## config.mk

```make
export PLATFORM = sky130hd
export DESIGN_NAME = mem_wb_register
export DESIGN_NICKNAME = d
export VERILOG_FILES = /design/src/rtl/mem_wb_register.sv
export SDC_FILE = /design/constraint.sdc
export NUM_CORES = 1
export LEC_CHECK = 0
export ABC_AREA = 0
export BUFFER_PORTS_ARGS = -buffer_cell sky130_fd_sc_hd__clkbuf_2
export CAP_MARGIN = 25
export CORE_MARGIN = 1.5
export CORE_UTILIZATION = 52
export CTS_BUF_LIST = sky130_fd_sc_hd__clkbuf_8
export CTS_CLUSTER_DIAMETER = 100
export DETAILED_ROUTE_END_ITERATION = 12
export GPL_ROUTABILITY_DRIVEN = 0
export PLACE_DENSITY = 0.84
export SLEW_MARGIN = 20
export SYNTH_ARGS = -nofsm -noshare
export SYNTH_HDL_FRONTEND = slang
export SYNTH_SLANG_ARGS = --single-unit
```

## constraint.sdc

```tcl
create_clock -name Clock -period 2.54 [get_ports Clock]
set_input_delay 0.254 -clock Clock [delete_from_list [all_inputs] [get_ports Clock]]
set_output_delay 0.254 -clock Clock [all_outputs]
set_load 0.01 [all_outputs]
```

## src/rtl/mem_wb_register.sv

```systemverilog
// rtl/mem_wb_register.sv - MEM/WB pipeline register with load extraction, write-back select and retire counter
// Load data is big-endian: byte lane 0 is the most significant byte of In_ReadData.

module mem_wb_register #(
  parameter int LINK_OFFSET = 8,
  parameter int COUNT_WIDTH = 32
) (
  input  logic                   Clock,
  input  logic                   Reset,
  input  logic                   Stall,
  input  logic                   Flush,
  input  logic                   In_Valid,
  input  logic [31:0]            In_ReadData,
  input  logic [31:0]            In_ALUResult,
  input  logic [31:0]            In_PC,
  input  logic [4:0]             In_WriteReg,
  input  logic                   In_RegWrite,
  input  logic                   In_MemToReg,
  input  logic                   In_Link,
  input  logic [2:0]             In_LoadType,
  output logic                   WB_Valid,
  output logic                   WB_RegWrite,
  output logic [4:0]             WB_WriteReg,
  output logic [31:0]            WB_WriteData,
  output logic                   WB_MisalignExc,
  output logic [COUNT_WIDTH-1:0] RetireCount
);

  localparam logic [2:0] LoadLb  = 3'b001;
  localparam logic [2:0] LoadLbu = 3'b010;
  localparam logic [2:0] LoadLh  = 3'b011;
  localparam logic [2:0] LoadLhu = 3'b100;

  localparam logic [31:0] LinkOffsetW = 32'(LINK_OFFSET);

  logic [1:0]  addr;
  logic [7:0]  byteSel;
  logic [15:0] halfSel;
  logic [31:0] loadData;
  logic        isHalf;
  logic        isWord;
  logic        misaligned;
  logic [31:0] linkAddr;
  logic [31:0] writeDataNext;
  logic        regWriteNext;
  logic        retire;

  assign addr = In_ALUResult[1:0];

  always_comb begin
    byteSel = In_ReadData[31:24];
    case (addr)
      2'd0: byteSel = In_ReadData[31:24];
      2'd1: byteSel = In_ReadData[23:16];
      2'd2: byteSel = In_ReadData[15:8];
      2'd3: byteSel = In_ReadData[7:0];
      default: byteSel = In_ReadData[31:24];
    endcase
  end

  // Misaligned halfwords still pick a lane by addr[1]; the value is discarded downstream.
  assign halfSel = addr[1] ? In_ReadData[15:0] : In_ReadData[31:16];

  always_comb begin
    loadData = In_ReadData;
    isHalf   = 1'b0;
    isWord   = 1'b0;
    case (In_LoadType)
      LoadLb:  loadData = {{24{byteSel[7]}}, byteSel};
      LoadLbu: loadData = {24'd0, byteSel};
      LoadLh: begin
        loadData = {{16{halfSel[15]}}, halfSel};
        isHalf   = 1'b1;
      end
      LoadLhu: begin
        loadData = {16'd0, halfSel};
        isHalf   = 1'b1;
      end
      default: begin
        loadData = In_ReadData;
        isWord   = 1'b1;
      end
    endcase
  end

  assign misaligned = In_Valid & In_MemToReg &
                      ((isHalf & addr[0]) | (isWord & (addr != 2'd0)));

  assign linkAddr = In_PC + LinkOffsetW;

  always_comb begin
    writeDataNext = In_ALUResult;
    if (In_Link) begin
      writeDataNext = linkAddr;
    end else if (In_MemToReg) begin
      writeDataNext = loadData;
    end
  end

  assign regWriteNext = In_Valid & In_RegWrite & (In_WriteReg != 5'd0) & ~misaligned;
  assign retire       = In_Valid & ~misaligned;

  always_ff @(posedge Clock) begin
    if (!Reset) begin
      WB_Valid       <= 1'b0;
      WB_RegWrite    <= 1'b0;
      WB_WriteReg    <= 5'd0;
      WB_WriteData   <= 32'd0;
      WB_MisalignExc <= 1'b0;
      RetireCount    <= '0;
    end else if (Flush) begin
      WB_Valid       <= 1'b0;
      WB_RegWrite    <= 1'b0;
      WB_WriteReg    <= 5'd0;
      WB_WriteData   <= 32'd0;
      WB_MisalignExc <= 1'b0;
    end else if (!Stall) begin
      WB_Valid       <= In_Valid;
      WB_RegWrite    <= regWriteNext;
      WB_WriteReg    <= In_WriteReg;
      WB_WriteData   <= writeDataNext;
      WB_MisalignExc <= misaligned;
      if (retire) begin
        RetireCount <= RetireCount + COUNT_WIDTH'(1);
      end
    end
  end

endmodule

```

# Yosys cells after proc, flatten, opt, wreduce, memory -nomap -nowiden

Cells that the tools add are included.

Add/sub/neg operators: 2
Equality and inequality tests: 7
Multiplexer cells: 7
Bitwise operators: 13
Reduce and logical (&&, ||, !) cells: 7

Operators by type and width:

| operator                | number |
|---|---|
| $pmux W32 S4            | 1 |
| $mux W32                | 2 |
| $add A32 B1 Y32 const B | 1 |
| $add A32 B4 Y32 const B | 1 |
| $pmux W8 S4             | 1 |
| $mux W16                | 1 |
| $and A1 B1 Y1           | 8 |
| $eq A3 B2 Y1 const B    | 2 |
| $reduce_bool A5 Y1      | 1 |
| $eq A2 B2 Y1 const B    | 2 |
| $not A1 Y1              | 4 |
| $reduce_or A2 Y1        | 2 |
| $reduce_or A4 Y1        | 1 |
| $eq A3 B1 Y1 const B    | 1 |
| $eq A3 B3 Y1 const B    | 1 |
| $reduce_and A3 Y1       | 1 |
| $eq A2 B1 Y1 const B    | 1 |
| $logic_not A2 Y1        | 1 |
| $mux W1                 | 2 |
| $reduce_bool A2 Y1      | 1 |
| $or A1 B1 Y1            | 1 |

Flip-flop bits (word level): 72
Word-level logic and storage cells: 42

# Depth between registers and ports, before layout

Gate-level depths: netlist of run 1.

Word-level depth: 9
Gate-level depth with buffers: 9

# Least setup slack after synthesis of run 1

No wires, ideal clock.

Path type: reg-to-reg
Start: register RetireCount[6]
End: register RetireCount[24]
Library setup time: 0.070 ns
Arrival: 2.012 ns
Slack: 0.458 ns
Stages on the path, launching flop included: 7
Cell sequence: dfxtp_1 and3_1 nand4_2 or3_1 buf_2 or4_1 a21oi_1

Longest elaborated chain between the ends: 1

RTL lines:

| element                | RTL line | source |
|---|---|---|
| from (decl)            | 26       | `output logic [COUNT_WIDTH-1:0] RetireCount` |
| from (signal assigned) | 124      | `RetireCount <= RetireCount + COUNT_WIDTH'(1);` |
| $add A32 B1 Y32        | 124      |  |

Every way passes these cells.
A chain may end at the register's enable or synchronous reset.

# Final worst setup path of run 1

Start: register RetireCount[6]
End: register RetireCount[25]

The elaborated chain is that of the path after synthesis.

==> impl_results.md, run 1 <==
* Crit path launch type: flip-flop
* Outcome: finished clean
* Fill cells at 791
* Pins Over Slew Limit at 0
* Nets at 916
* Hold Startpoint: In_WriteReg[3]
* Final Util at 67.10%
* Synth area leader: dfxtp_1
* Drt pass-1 iters at 6
* Area share of the largest cell type after synthesis at 29.11%
* LEAKAGE at 2.532 nW
* Post-DP HPWL at 13.22 mm
* Fraction of layout cells with a size suffix above 1 at 28.94%
* Vias in the first global route at 5373
* Unique masters post-synth at 65
* CTS clk-pin slew, worst paths at 80 ps
* Synthesized area at 4952 um^2
* Pwr Total at 2.650 mW
* CTS tree: done
* Fin area at 6200 um^2
* IO Port Bufs at 183
* Main flop type after synthesis: dfxtp_1
* Asr flop ratio synth at 0%
* Max_cap viols at 0
* Sequential share of the synthesized area at 29.11%
* Multi-input combinational cell area at 3262 um^2
* Setup TNS at 0 ps
* Power per Cell Area at 427.5 nW/um^2
* Setup Fix Bufs, Post-CTS at 0
* WHS at 173.2 ps
* Area grow syn2layout at 25.19%
* Worst r2r path cells at 5
* RSZ-0062 raised after global routing: no
* Cells after synthesis at 629
* Synth top cells by count: dfxtp_1 (72), nand2_1 (53), nor2_1 (50)
* Syn_nets at 743
* Worst Path Buf+Inv at 0
* Core area at 9240 um^2
* Delay of the slowest critical-path stage at 620 ps
* Post-CTS Hold Fix Bufs at 0
* TritonCTS Buffers at 9
* Die H at 100.6 um
* H-tree depth reported by CTS at 3
* Initial Util at 53.60%
* Min-Delay Path Depth at 3
* Initial drt markers at 553
* Area post-placement at 6006 um^2
* Max Fanout on Critical Path at 16
* CP cell instances: and3_1 > nand4_2 > or3b_1 > or4_1 > a21oi_1
* Site row count at 35
* Top-count cell post-synth: dfxtp_1
* Post-synth EDFFs at 0
* Final period utilization at 92.83%
* Die footprint at 10120 um^2
* Largest net degree at the start of global routing at 35
* Routed len/inst at 18.29 um
* Routed WL at 17.08 mm
* Number of instances in the placed design at 920
* Fmax at 424.1 MHz
* Worst Tran Pin Value at 933.1 ps
* Critical path arrival at 2620 ps
* Setup crit end kind: flip-flop
* Reg2Reg Setup Slack at 180 ps
* Critical Path Stages at 5
* DIE WIDTH at 100.6 um
* Top Family by Delay on Critical Path: simple AND/OR/NAND/NOR gates
* Synth Register Bits at 72
* Global-route wire length before repair at 26.26 mm
* Setup violations, final at 0
* Clk_lat worst skew at 340 ps
* DRC viols at 0
* Max-slew headroom at 37.73%
* Crit-path slowest cell: or3b_1
* Final hold viol count at 0
* Layout Skew at 7.746 ps
* Peak VDD IR at 0.3164 mV
* Synth area leaders: dfxtp_1 (29%), a21oi_1 (4.6%), nand2_1 (4.0%), nor2_1 (3.8%), o31ai_1 (3.5%)
* Top Ports at 184
* Grt total ovfl at 0
* Worst Hold End: WB_WriteReg[3]$_SDFFE_PP0N_
* Register area at 1441 um^2
* Clk buf depth at 2
* Final antenna-violating net count at 0
* Pre-CTS setup slack at 145.3 ps
* DR vias at 6010
* Crit path kind: reg -> reg
* Crit Reg-Reg Startpoint: RetireCount[6]$_SDFFE_PN0P_
* Vias per inst at 6.435
* Antenna violations before repair at 0
* CTS Sinks at 72
* Antenna cells at 0
* Worst EP required at 2800 ps
* Resized cells post-CTS at 0
* Total GRT Usage at 32.54%
* Syn_area_per_cell at 7.873 um^2
* Worst flop-to-flop path endpoint: RetireCount[25]$_SDFFE_PN0P_
* Yosys warning total at 0
* Non-Filler Instances at 934
* Minimum clock period at 2358 ps
* Final WS setup at 182.0 ps
* Hold crit path type: in -> reg
* Root buffer cell: clkbuf_8
layer usage:
layer | up-vias | GRT usage [%] | part of all wire (%)
li1 | 2773 | - | -
met1 | 2769 | 43.51 | 40
met2 | 415 | 51.87 | 46
met3 | 53 | 5.687 | 11
met4 | 0 | 13.43 | 2.9
met5 | - | 0 | 0
registers in the layout (all words and copies together), names as in the netlist:
signal          flops
WB_WriteReg         5
WB_MisalignExc      1
WB_WriteData       32
WB_RegWrite         1
WB_Valid            1
RetireCount        32
cell type report:
class | instances | area share [%]
inverter | 18 | 1.090
tap | 129 | 2.603
clock inverter | 3 | 0.6862
sequential | 72 | 23.25
multi-input combinational | 497 | 52.61
clock buffer | 11 | 2.442
timing repair buffer | 204 | 17.32
where the power goes:
group	switching (mW)	internal, mW	total [mW]
Sequential	0.0168	1.16	1.17
Combinational	0.336	0.227	0.563
Clock	0.420	0.495	0.915
tightest hold or removal path, stage by stage:
cell	delay [ps]
clkbuf_2	90
mux2i_1	60
nor2_1	80
cell usage in the layout (no fill, tap or decap), types with 4 or more instances in the layout:
master     instances
a2111oi_0          5
a211oi_1           7
a21oi_1           46
a221oi_1           5
a22oi_1           11
a2bb2oi_1          5
a31oi_1            4
a32oi_1            4
and2_1            11
and3_1            12
and4_1             4
buf_4             21
clkbuf_2         183
clkbuf_8          11
dfxtp_1           72
inv_1             18
mux2_2             4
mux2i_1           13
mux4_2             4
nand2_1           53
nand3_1           18
nand4_1           14
nor2_1            50
nor2b_1            4
nor3_1            14
nor4_1            10
o2111ai_1          6
o211ai_1          17
o21a_1             6
o21ai_0           25
o221ai_1          10
o22ai_1            6
o31ai_1           23
or3_1             10
or4_1             21
xnor2_1           15
xor2_1            17
cells by family (layout without fill, tap and decap cells):
family / count (synthesis) / in the layout / share of synthesized area [%]
AO/OA/AOI/OAI: 206 / 206 / 29.18
XOR/XNOR: 32 / 32 / 5.659
adder cells (fa/ha/maj): 3 / 3 / 0.7074
buffers and inverters: 60 / 236 / 5.179
flip-flops: 72 / 72 / 29.11
multiplexers: 21 / 21 / 5.356
AND/OR/NAND/NOR: 235 / 235 / 24.81
worst max path at each step:
stage	startpoint	end	slack [ps]
floorplan	RetireCount[6]$_SDFFE_PN0P_	RetireCount[24]$_SDFFE_PN0P_	460
global placement	In_LoadType[1]	RetireCount[21]$_SDFFE_PN0P_	270
detailed placement	In_LoadType[1]	RetireCount[12]$_SDFFE_PN0P_	150
CTS	RetireCount[6]$_SDFFE_PN0P_	RetireCount[25]$_SDFFE_PN0P_	220
global route	RetireCount[6]$_SDFFE_PN0P_	RetireCount[29]$_SDFFE_PN0P_	6
finish	RetireCount[6]$_SDFFE_PN0P_	RetireCount[25]$_SDFFE_PN0P_	180
(Power assumes the default switching activity.)
==> run 2: changes to the inputs <==
Settings changed: CELL_PAD_IN_SITES_DETAIL_PLACEMENT from default to 0, CELL_PAD_IN_SITES_GLOBAL_PLACEMENT from default to 1, CORE_UTILIZATION 52 to 36, PLACE_DENSITY 0.84 to default, PLACE_DENSITY_LB_ADDON from default to 0.1.
==> impl_results.md, run 2 (synthesis gave the netlist of run 1 again) <==
* Core area at 13350 um^2 (+44%)
* Worst r2r path cells at 5 (unchanged)
* Total GRT Usage at 25.94% (-6.6 points)
* Top Family by Delay on Critical Path: simple AND/OR/NAND/NOR gates
* CTS Sinks at 72 (unchanged)
* Clk_lat worst skew at 370 ps (+30 ps)
* Root buffer cell: clkbuf_8
* Crit-path slowest cell: or3b_1
* Vias in the first global route at 5348 (-0.47%)
* Outcome: finished clean
* Fill cells at 1384 (+75%)
* Setup crit end kind: flip-flop
* WHS at 125.8 ps (-47.35 ps)
* Initial drt markers at 590 (+6.7%)
* Biggest regs: RetireCount x32, WB_WriteData x32, WB_WriteReg x5
* Minimum clock period at 2360 ps (+2.384 ps)
* Top Ports at 184 (unchanged)
* Initial Util at 37.10% (-16 points)
* Final period utilization at 92.93% (+0.094 points)
* Final hold viol count at 0 (unchanged)
* Fmax at 423.7 MHz (-0.10%)
* Drt pass-1 iters at 5 (-1)
* Post-DP HPWL at 14.76 mm (+12%)
* Post-CTS Hold Fix Bufs at 0 (unchanged)
* Crit path launch type: flip-flop
* Die H at 120.3 um (+20%)
* LEAKAGE at 2.586 nW (+2.1%)
* DR vias at 5796 (-3.6%)
* Nets at 925 (+0.98%)
* Worst EP required at 2830 ps (+30 ps)
* Vias per inst at 5.849 (-9.1%)
* Max_cap viols at 0 (unchanged)
* Worst flop-to-flop path endpoint: RetireCount[19]$_SDFFE_PN0P_
* RSZ-0062 raised after global routing: no
* TritonCTS Buffers at 9 (unchanged)
* H-tree depth reported by CTS at 3 (unchanged)
* CTS clk-pin slew, worst paths at 80 ps (about the same)
* Pins Over Slew Limit at 0 (unchanged)
* Max-slew headroom at 35.05% (-2.7 points)
* Most frequent cells in the layout: clkbuf_2 (183), dfxtp_1 (72), nand2_1 (53)
* Peak VDD IR at 0.2743 mV (-13%)
* Fraction of layout cells with a size suffix above 1 at 29.82% (+0.87 points)
* Setup Fix Bufs, Post-CTS at 0 (unchanged)
* Reg2Reg Setup Slack at 180 ps (about the same)
* Worst Tran Pin Value at 973.2 ps (+40.10 ps)
* Site row count at 42 (+20%)
* Layout Skew at 4.924 ps (-2.822 ps)
* CP Launch Point: RetireCount[6]$_SDFFE_PN0P_
* IO Port Bufs at 183 (unchanged)
* CP cell instances: and3_1 > nand4_2 > or3b_1 > or4_1 > a21oi_1
* DRC viols at 0 (unchanged)
* Delay of the slowest critical-path stage at 620 ps (about the same)
* Resized cells post-CTS at 0 (unchanged)
* Final antenna-violating net count at 0 (unchanged)
* Die footprint at 14470 um^2 (+43%)
* Antenna violations before repair at 0 (unchanged)
* Worst Path Buf+Inv at 0 (unchanged)
* Crit path to: RetireCount[19]$_SDFFE_PN0P_
* Crit path kind: reg -> reg
* DIE WIDTH at 120.3 um (+20%)
* Routed WL at 18.96 mm (+11%)
* Crit Reg-Reg Startpoint: RetireCount[6]$_SDFFE_PN0P_
* Critical path arrival at 2650 ps (+30 ps)
* CTS tree: done
* Grt total ovfl at 0 (unchanged)
* Routed len/inst at 19.13 um (+4.6%)
* Commonest non-fill, non-tap cell in the layout: clkbuf_2
* Antenna cells at 0 (unchanged)
* Max Fanout on Critical Path at 16 (unchanged)
* Clk buf depth at 2 (unchanged)
* Largest net degree at the start of global routing at 36 (+2.9%)
* Hold crit path type: in -> reg
* Pwr Total at 2.803 mW (+5.8%)
* Setup violations, final at 0 (unchanged)
* Area grow syn2layout at 28.25%
* Critical Path Stages at 5 (unchanged)
* Power per Cell Area at 441.4 nW/um^2 (+3.2%)
* Setup TNS at 0 ps (unchanged)
* Global-route wire length before repair at 29.40 mm (+12%)
run 2: how the worst min path moves through the flow:
stage | startpoint | to | cells after the start
5_1_grt | In_WriteReg[0] | WB_WriteReg[0]$_SDFFE_PP0N_ | 3
3_5_place_dp | WB_WriteData[24]$_SDFFE_PP0N_ | WB_WriteData[24]$_SDFFE_PP0N_ | 2
4_1_cts | In_WriteReg[3] | WB_WriteReg[3]$_SDFFE_PP0N_ | 3
2_1_floorplan | Reset | RetireCount[6]$_SDFFE_PN0P_ | 1
3_3_place_gp | WB_WriteData[27]$_SDFFE_PP0N_ | WB_WriteData[27]$_SDFFE_PP0N_ | 2
6_report | In_WriteReg[2] | WB_WriteReg[2]$_SDFFE_PP0N_ | 3
run 2: cell type report:
cell class                 count  area, um^2  share of cell area (%)
clock inverter                 5       81.33                   1.281
tap                          176       220.2                   3.467
inverter                      18       67.56                   1.064
clock buffer                  10       137.6                   2.167
multi-input combinational    497        3262                   51.36
sequential                    72        1441                   22.70
timing repair buffer         213        1141                   17.97
run 2: power by group:
part           internal (mW)  switching (mW)
logic                  0.234           0.342
clock network          0.574           0.481
registers               1.15          0.0165
total                   1.96           0.839
run 2: tightest hold or removal path: stages:
cell	delay [ps]
clkbuf_2	90
mux2i_1	60
nor2_1	70
run 2: per-layer routing:
metal | global-route usage (%) | wire length [um] | up-vias | share of wire (%)
met1 | 36.64 | 8631 | 2719 | 46
met2 | 38.54 | 8230 | 255 | 43
li1 | - | - | 2797 | -
met3 | 5.991 | 1679 | 25 | 8.9
met4 | 9.412 | 413 | 0 | 2.2
met5 | 0 | 0 | - | 0
run 2: through the flow:
step                instance area, um^2  setup slack (ps)  util (%)  instances
global placement                   6132             262.8     45.94        976
finish                             6351             179.6     47.58        991
global route                       6351             35.54     47.58        991
floorplan                          4952             457.8         -        629
CTS                                6351             200.5     47.58        991
detailed placement                 6132             242.3     45.94        976
